File: config.mk
export PLATFORM = sky130hd
export DESIGN_NAME = fifo_rd
export DESIGN_NICKNAME = d
export VERILOG_FILES = /design/src/rtl/fifo_pkg.sv /design/src/rtl/gray_sync.sv /design/src/rtl/fifo_rd.sv
export SDC_FILE = /design/constraint.sdc
export NUM_CORES = 1
export LEC_CHECK = 0
export ABC_AREA = 1
export ABC_CLOCK_PERIOD_IN_PS = 2800
export BUFFER_PORTS_ARGS = -buffer_cell sky130_fd_sc_hd__buf_2
export CAP_MARGIN = 10
export CELL_PAD_IN_SITES_DETAIL_PLACEMENT = 0
export CELL_PAD_IN_SITES_GLOBAL_PLACEMENT = 1
export CORE_MARGIN = 2
export CORE_UTILIZATION = 38
export CTS_CLUSTER_DIAMETER = 150
export DETAILED_ROUTE_END_ITERATION = 10
export PLACE_DENSITY_LB_ADDON = 0.1
export REMOVE_ABC_BUFFERS = 1
export SETUP_SLACK_MARGIN = 0.15
export SLEW_MARGIN = 0
export SYNTH_ARGS = -nofsm -noshare
export SYNTH_HDL_FRONTEND = slang
export SYNTH_HIERARCHICAL = 1
export SYNTH_SLANG_ARGS = --single-unit
File: constraint.sdc
create_clock -name r_clk -period 2.8 [get_ports r_clk]
set_clock_uncertainty 0.15 [all_clocks]
set_input_delay 0.84 -clock r_clk [delete_from_list [all_inputs] [get_ports r_clk]]
set_output_delay 0.84 -clock r_clk [all_outputs]
set_load 0.01 [all_outputs]
File: src/rtl/fifo_pkg.sv
// fifo_pkg: widths and Gray-code helpers shared by the async FIFO
// read-side and write-side controllers.
package fifo_pkg;

  localparam int FIFO_PTR_WIDTH  = 4;
  localparam int FIFO_DATA_WIDTH = 8;
  localparam int FIFO_PTR_MAX    = 16;

  typedef logic [FIFO_PTR_MAX-1:0] ptr_wide_t;

  // Helpers work at the widest supported pointer; callers zero-extend.
  function automatic ptr_wide_t bin2gray(input ptr_wide_t b);
    return b ^ (b >> 1);
  endfunction

  function automatic ptr_wide_t gray2bin(input ptr_wide_t g);
    ptr_wide_t b;
    b[FIFO_PTR_MAX-1] = g[FIFO_PTR_MAX-1];
    for (int i = FIFO_PTR_MAX-2; i >= 0; i--) begin
      b[i] = b[i+1] ^ g[i];
    end
    return b;
  endfunction

endpackage

File: src/rtl/gray_sync.sv
// gray_sync: two-flop synchronizer for a Gray pointer crossing into
// the clk domain; synchronous active-low reset.
module gray_sync #(
  parameter int W = 4
) (
  input  logic         clk,
  input  logic         rstn,
  input  logic [W-1:0] d,
  output logic [W-1:0] q
);

  logic [W-1:0] meta;

  always_ff @(posedge clk) begin
    if (!rstn) begin
      meta <= '0;
      q    <= '0;
    end else begin
      meta <= d;
      q    <= meta;
    end
  end

endmodule

File: src/rtl/fifo_rd.sv
// fifo_rd: async FIFO read-side controller (pointer, empty, Gray export).
// Define FIFO_RD_LEVEL_EN to add the r_level occupancy output.
module fifo_rd
  import fifo_pkg::*;
#(
  parameter int PTR_WIDTH  = FIFO_PTR_WIDTH,
  parameter int DATA_WIDTH = FIFO_DATA_WIDTH
) (
  input  logic                 r_clk,
  input  logic                 r_rstn,
  input  logic                 r_inc,
  input  logic [PTR_WIDTH-1:0] gray_wr_ptr,
  output logic                 r_empty,
  output logic [PTR_WIDTH-2:0] r_addr,
`ifdef FIFO_RD_LEVEL_EN
  output logic [PTR_WIDTH-1:0] r_level,
`endif
  output logic [PTR_WIDTH-1:0] gray_rd_ptr
);

  if (PTR_WIDTH < 2 || PTR_WIDTH >= FIFO_PTR_MAX
      || DATA_WIDTH < 1) begin : g_bad_cfg
    $error("fifo_rd: unsupported PTR_WIDTH/DATA_WIDTH");
  end

  logic [PTR_WIDTH-1:0] r_ptr;
  logic [PTR_WIDTH-1:0] r_ptr_nxt;
  logic [PTR_WIDTH-1:0] sync_wr_ptr;
  logic                 pop;
  ptr_wide_t            gray_nxt;
  logic                 unused_gray_hi;

  gray_sync #(
    .W (PTR_WIDTH)
  ) u_wr_sync (
    .clk  (r_clk),
    .rstn (r_rstn),
    .d    (gray_wr_ptr),
    .q    (sync_wr_ptr)
  );

  assign pop       = r_inc & ~r_empty;
  assign r_ptr_nxt = r_ptr + PTR_WIDTH'(pop);
  assign gray_nxt  = bin2gray(ptr_wide_t'(r_ptr_nxt));

  assign unused_gray_hi = ^gray_nxt[FIFO_PTR_MAX-1:PTR_WIDTH];

  // Gray copy is loaded from the same next value so it never glitches.
  always_ff @(posedge r_clk) begin
    if (!r_rstn) begin
      r_ptr       <= '0;
      gray_rd_ptr <= '0;
    end else begin
      r_ptr       <= r_ptr_nxt;
      gray_rd_ptr <= gray_nxt[PTR_WIDTH-1:0];
    end
  end

  assign r_addr  = r_ptr[PTR_WIDTH-2:0];
  assign r_empty = (gray_rd_ptr == sync_wr_ptr);

`ifdef FIFO_RD_LEVEL_EN
  ptr_wide_t wr_bin;
  logic      unused_bin_hi;

  assign wr_bin        = gray2bin(ptr_wide_t'(sync_wr_ptr));
  assign unused_bin_hi = ^wr_bin[FIFO_PTR_MAX-1:PTR_WIDTH];
  assign r_level       = wr_bin[PTR_WIDTH-1:0] - r_ptr;
`endif

endmodule

# Word-level counts from Yosys, hierarchy flattened
# Cells that the tools add are included.
# op_classes
addsub,1
eq_ne,1
bitwise,3
# op_table
cell,count
$add 4x1->4,1
$eq 4x4->1,1
$xor 4x3->4,1
$and 1x1->1,1
$not 1->1,1
# totals
out_inout_bits,8
input_bits,7
word_cells,9
register_bits,16

# Logic depth before layout (Yosys ltp)
# depth
word_depth,5
mapped_depth,13
depth_no_buf,13

# Modules after synthesis
# Netlist, hierarchy kept.
# modules_own_cells
module,cells_each,instances,area_each_um2
fifo_rd,58,1,406.6
gray_sync,25,1,225.2

# Worst setup path after synthesis
# Ideal clock, no wire load.
# synth_path
path_type,in2reg
from,input port r_inc
to,register gray_rd_ptr[1]
setup_ps,115
cell_stages,8
arrival_time_ps,1744
setup_slack_ps,791
path_cell_list,a21boi_1 -> ha_1 -> ha_1 -> inv_1 -> nand2_2 -> nand2_2 -> nor2_4 -> o21a_1
# synth_between
elab_chain_len,3
# synth_rtl
element,line,text
start: declaration,fifo_rd.sv:11,"input logic r_inc,"
$and 1x1->1,fifo_rd.sv:42,assign pop = r_inc & ~r_empty;
$add 4x1->4,fifo_rd.sv:43,assign r_ptr_nxt = r_ptr + PTR_WIDTH'(pop);
$xor 4x3->4,fifo_pkg.sv:13,return b ^ (b >> 1);
end signal: assignment,fifo_rd.sv:55,gray_rd_ptr <= gray_nxt[PTR_WIDTH-1:0];
end: declaration,fifo_rd.sv:18,output logic [PTR_WIDTH-1:0] gray_rd_ptr
# No other way between the ends.
# A chain may end at the register's enable or synchronous reset.

# Worst setup path in the final report
# layout_path
from,register gray_rd_ptr[3]
to,output port r_empty
# layout_between
elab_chain_len,1
# layout_rtl
element,line,text
$eq 4x4->1,fifo_rd.sv:60,assign r_empty = (gray_rd_ptr == sync_wr_ptr);
end: declaration,fifo_rd.sv:13,"output logic r_empty,"
# No other way between the ends.

==> results.py <==
metrics = {
    "sta": {
        "max_freq_mhz": 453,
        "rsz0062_at_grt": "false",
        "timing.final.crit_period_ns": 2.21,
        "tightest_slew_ns": 0.221,
        "whs_ns": 0.264,
        "timing.final.ws_setup_ns": 0.592,
        "hold_viol": 0,
        "relSlewSlack": 0.852,
        "drv_slew": 0,
        "finalCritPeriodShare": 0.788,
        "setup-tns-final_ns": 0,
        "setup_viol": 0,
    },
    "worst_setup_path": {
        "required_ns": 1.81,
        "crit_type": "reg -> out",
        "cp-start-kind": "flip-flop",
        "cp_max_fo": 5,
        "endpoint_kind": "output port",
        "crit_arrival_ns": 1.22,
    },
    "clock_network": {
        "cts_tree": "yes",
        "cts_buffers": 3,
        "cts_setup_buffers": 0,
        "clkTransAtPathRegs_ns": 0.09,
        "cts_hold_buf": 0,
        "worstSkewPairLatency_ns": 0.28,
        "h-tree-depth": 1,
        "clockBufferDepth": 2,
        "cts_root_buf": "clkbuf_4",
        "clock_sinks": 15,
        "ctsResizeCount": 0,
    },
    "routing": {
        "dr_wl_met3_um": 43,
        "vias": 494,
        "vias_per_cell": 4.26,
        "wl_met2_um": 468,
        "drt-met1-wl_um": 478,
        "routed.top_layer": "met3",
        "firstDrtPassIters": 3,
        "first_iter_violations": 8,
        "drt-total-wl_um": 990,
        "drc": 0,
        "wl_per_cell_um": 8.53,
        "ant_nets": 0,
    },
    "die": {
        "die_h_um": 44.8,
        "rows": 14,
        "ios": 15,
        "initial_core_util": 0.415,
        "chipWidth_um": 44.8,
        "design.die.area_um2": 2000,
        "core_um2": 1520,
    },
    "global_route": {
        "grt_pass1_vias": 441,
        "grt_max_degree": 13,
        "track_usage": 0.117,
        "grt_pass1_wl_mm": 1.67,
        "grt-ovfl-total": 0,
        "antenna_found_initial": 0,
    },
    "place": {
        "placed_cells": 112,
        "place.gp.congestion": 0.743,
        "numPortBuffers": 14,
        "dp_slack_ns": 0.607,
        "place_hpwl_um": 741,
        "place_area_um2": 717,
    },
    "yosys": {
        "synth_seq_cells": 15,
        "netlist_instances": 83,
        "yosysTopAreaCell": "dfxtp_1",
        "yosysSeqAreaShare": 0.475,
        "syn_area_per_cell_um2": 7.61,
        "synth_cell_types": 18,
        "synthesis.area_um2": 632,
        "synth_edf_count": 0,
        "synthFlopType": "dfxtp_1",
        "synthTopCellsByArea": "dfxtp_1, nand2_1, inv_1, nor2_1, ha_1",
        "ys_top_cells_by_count": "nand2_1, inv_1, dfxtp_1, nor2_1",
        "async_flop_share": 0,
        "synth.most_common_cell": "nand2_1",
        "yosysTopAreaCellShare": 0.475,
        "synth_warnings": 6,
    },
    "pwr": {
        "powerDensity_nw_per_um2": 604,
        "ir_worst_vdd_mv": 0.276,
        "p_leak_uw": 0.000439,
    },
    "worst_hold_path": {
        "hold_class": "reg -> reg",
    },
    "run_status": {
        "outcome": "finished, final reports clean",
    },
    "layout": {
        "fin_cells": 116,
        "fin_nets": 110,
        "drive_gt1_frac": 0.240,
        "area_growth_pct": 17.6,
        "final_area_um2": 743,
        "diodes": 0,
    },
    "run": {
        "drv_cap": 0,
    },
}
cells by family (layout without fill, tap and decap cells):
kind of cell             after synthesis  count (layout)  synth area share
AND/OR/NAND/NOR                       42              42             0.299
buffers and inverters                 21              38             0.148
flip-flops                            15              15             0.475
adder cells (fa/ha/maj)                2               2            0.0396
AO/OA/AOI/OAI                          2               2            0.0238
XOR/XNOR                               1               1            0.0139
report_power, final:
group / leakage (uW) / internal (uW) / switching, uW
Combinational: 0.000301 / 40.1 / 45.1
Clock: 0.0000150 / 55.2 / 69.6
Sequential: 0.000123 / 230 / 9.21
Total: 0.000439 / 325 / 124
sequential cells by signal (all words and copies together) (netlist names):
name            flops
u_wr_sync/meta      4
gray_rd_ptr         4
u_wr_sync/q         4
r_ptr               3
worst max-delay path: stages, from the launching register on:
cell and delay (ns):
dfxtp_1 0.42, inv_2 0.06, nand2_1 0.05, nand2_1 0.05, nor2_1 0.10, and2_1 0.13
buf_2 0.12
cells in the final DEF (no fill, tap or decap), drive strengths merged, types with 2 or more instances in the layout:
cell type	synthesis	layout
nand2	27	27
nor2	9	9
clkbuf	0	4
inv	19	19
buf	1	14
nand3	3	3
nand4	2	2
dfxtp	15	15
ha	2	2
layout make-up:
type / count / area (um^2)
timing repair buffer: 14 / 70.1
tap: 16 / 20.0
sequential: 15 / 300
inverter: 20 / 88.8
multi-input combinational: 47 / 238
clock buffer: 4 / 26.3
fill: 171 / 781
metal layers:
metal  global-route usage  up-vias
met5                    0        -
met4               0.0529        0
met3               0.0240        0
met2                0.194        9
met1                0.145      212
li1                     -      273
final timing paths:
kind,startpoint,end,slack (ns),cells after the start
setup reg to reg,gray_rd_ptr[3]$_SDFF_PN0_,gray_rd_ptr[1]$_SDFF_PN0_,0.92,12
hold / removal,u_wr_sync/meta[2]$_SDFF_PN0_,u_wr_sync/q[2]$_SDFF_PN0_,0.26,2
hold reg to reg,u_wr_sync/meta[2]$_SDFF_PN0_,u_wr_sync/q[2]$_SDFF_PN0_,0.26,2
setup / recovery,gray_rd_ptr[3]$_SDFF_PN0_,r_empty,0.59,6
per-stage QoR:
step | total power, uW | util
floorplan | 299 | -
global placement | 328 | 0.470
detailed placement | 328 | 0.470
CTS | 455 | 0.488
global route | 470 | 0.488
finish | 449 | 0.488
Power figures use the tool's default switching activity.
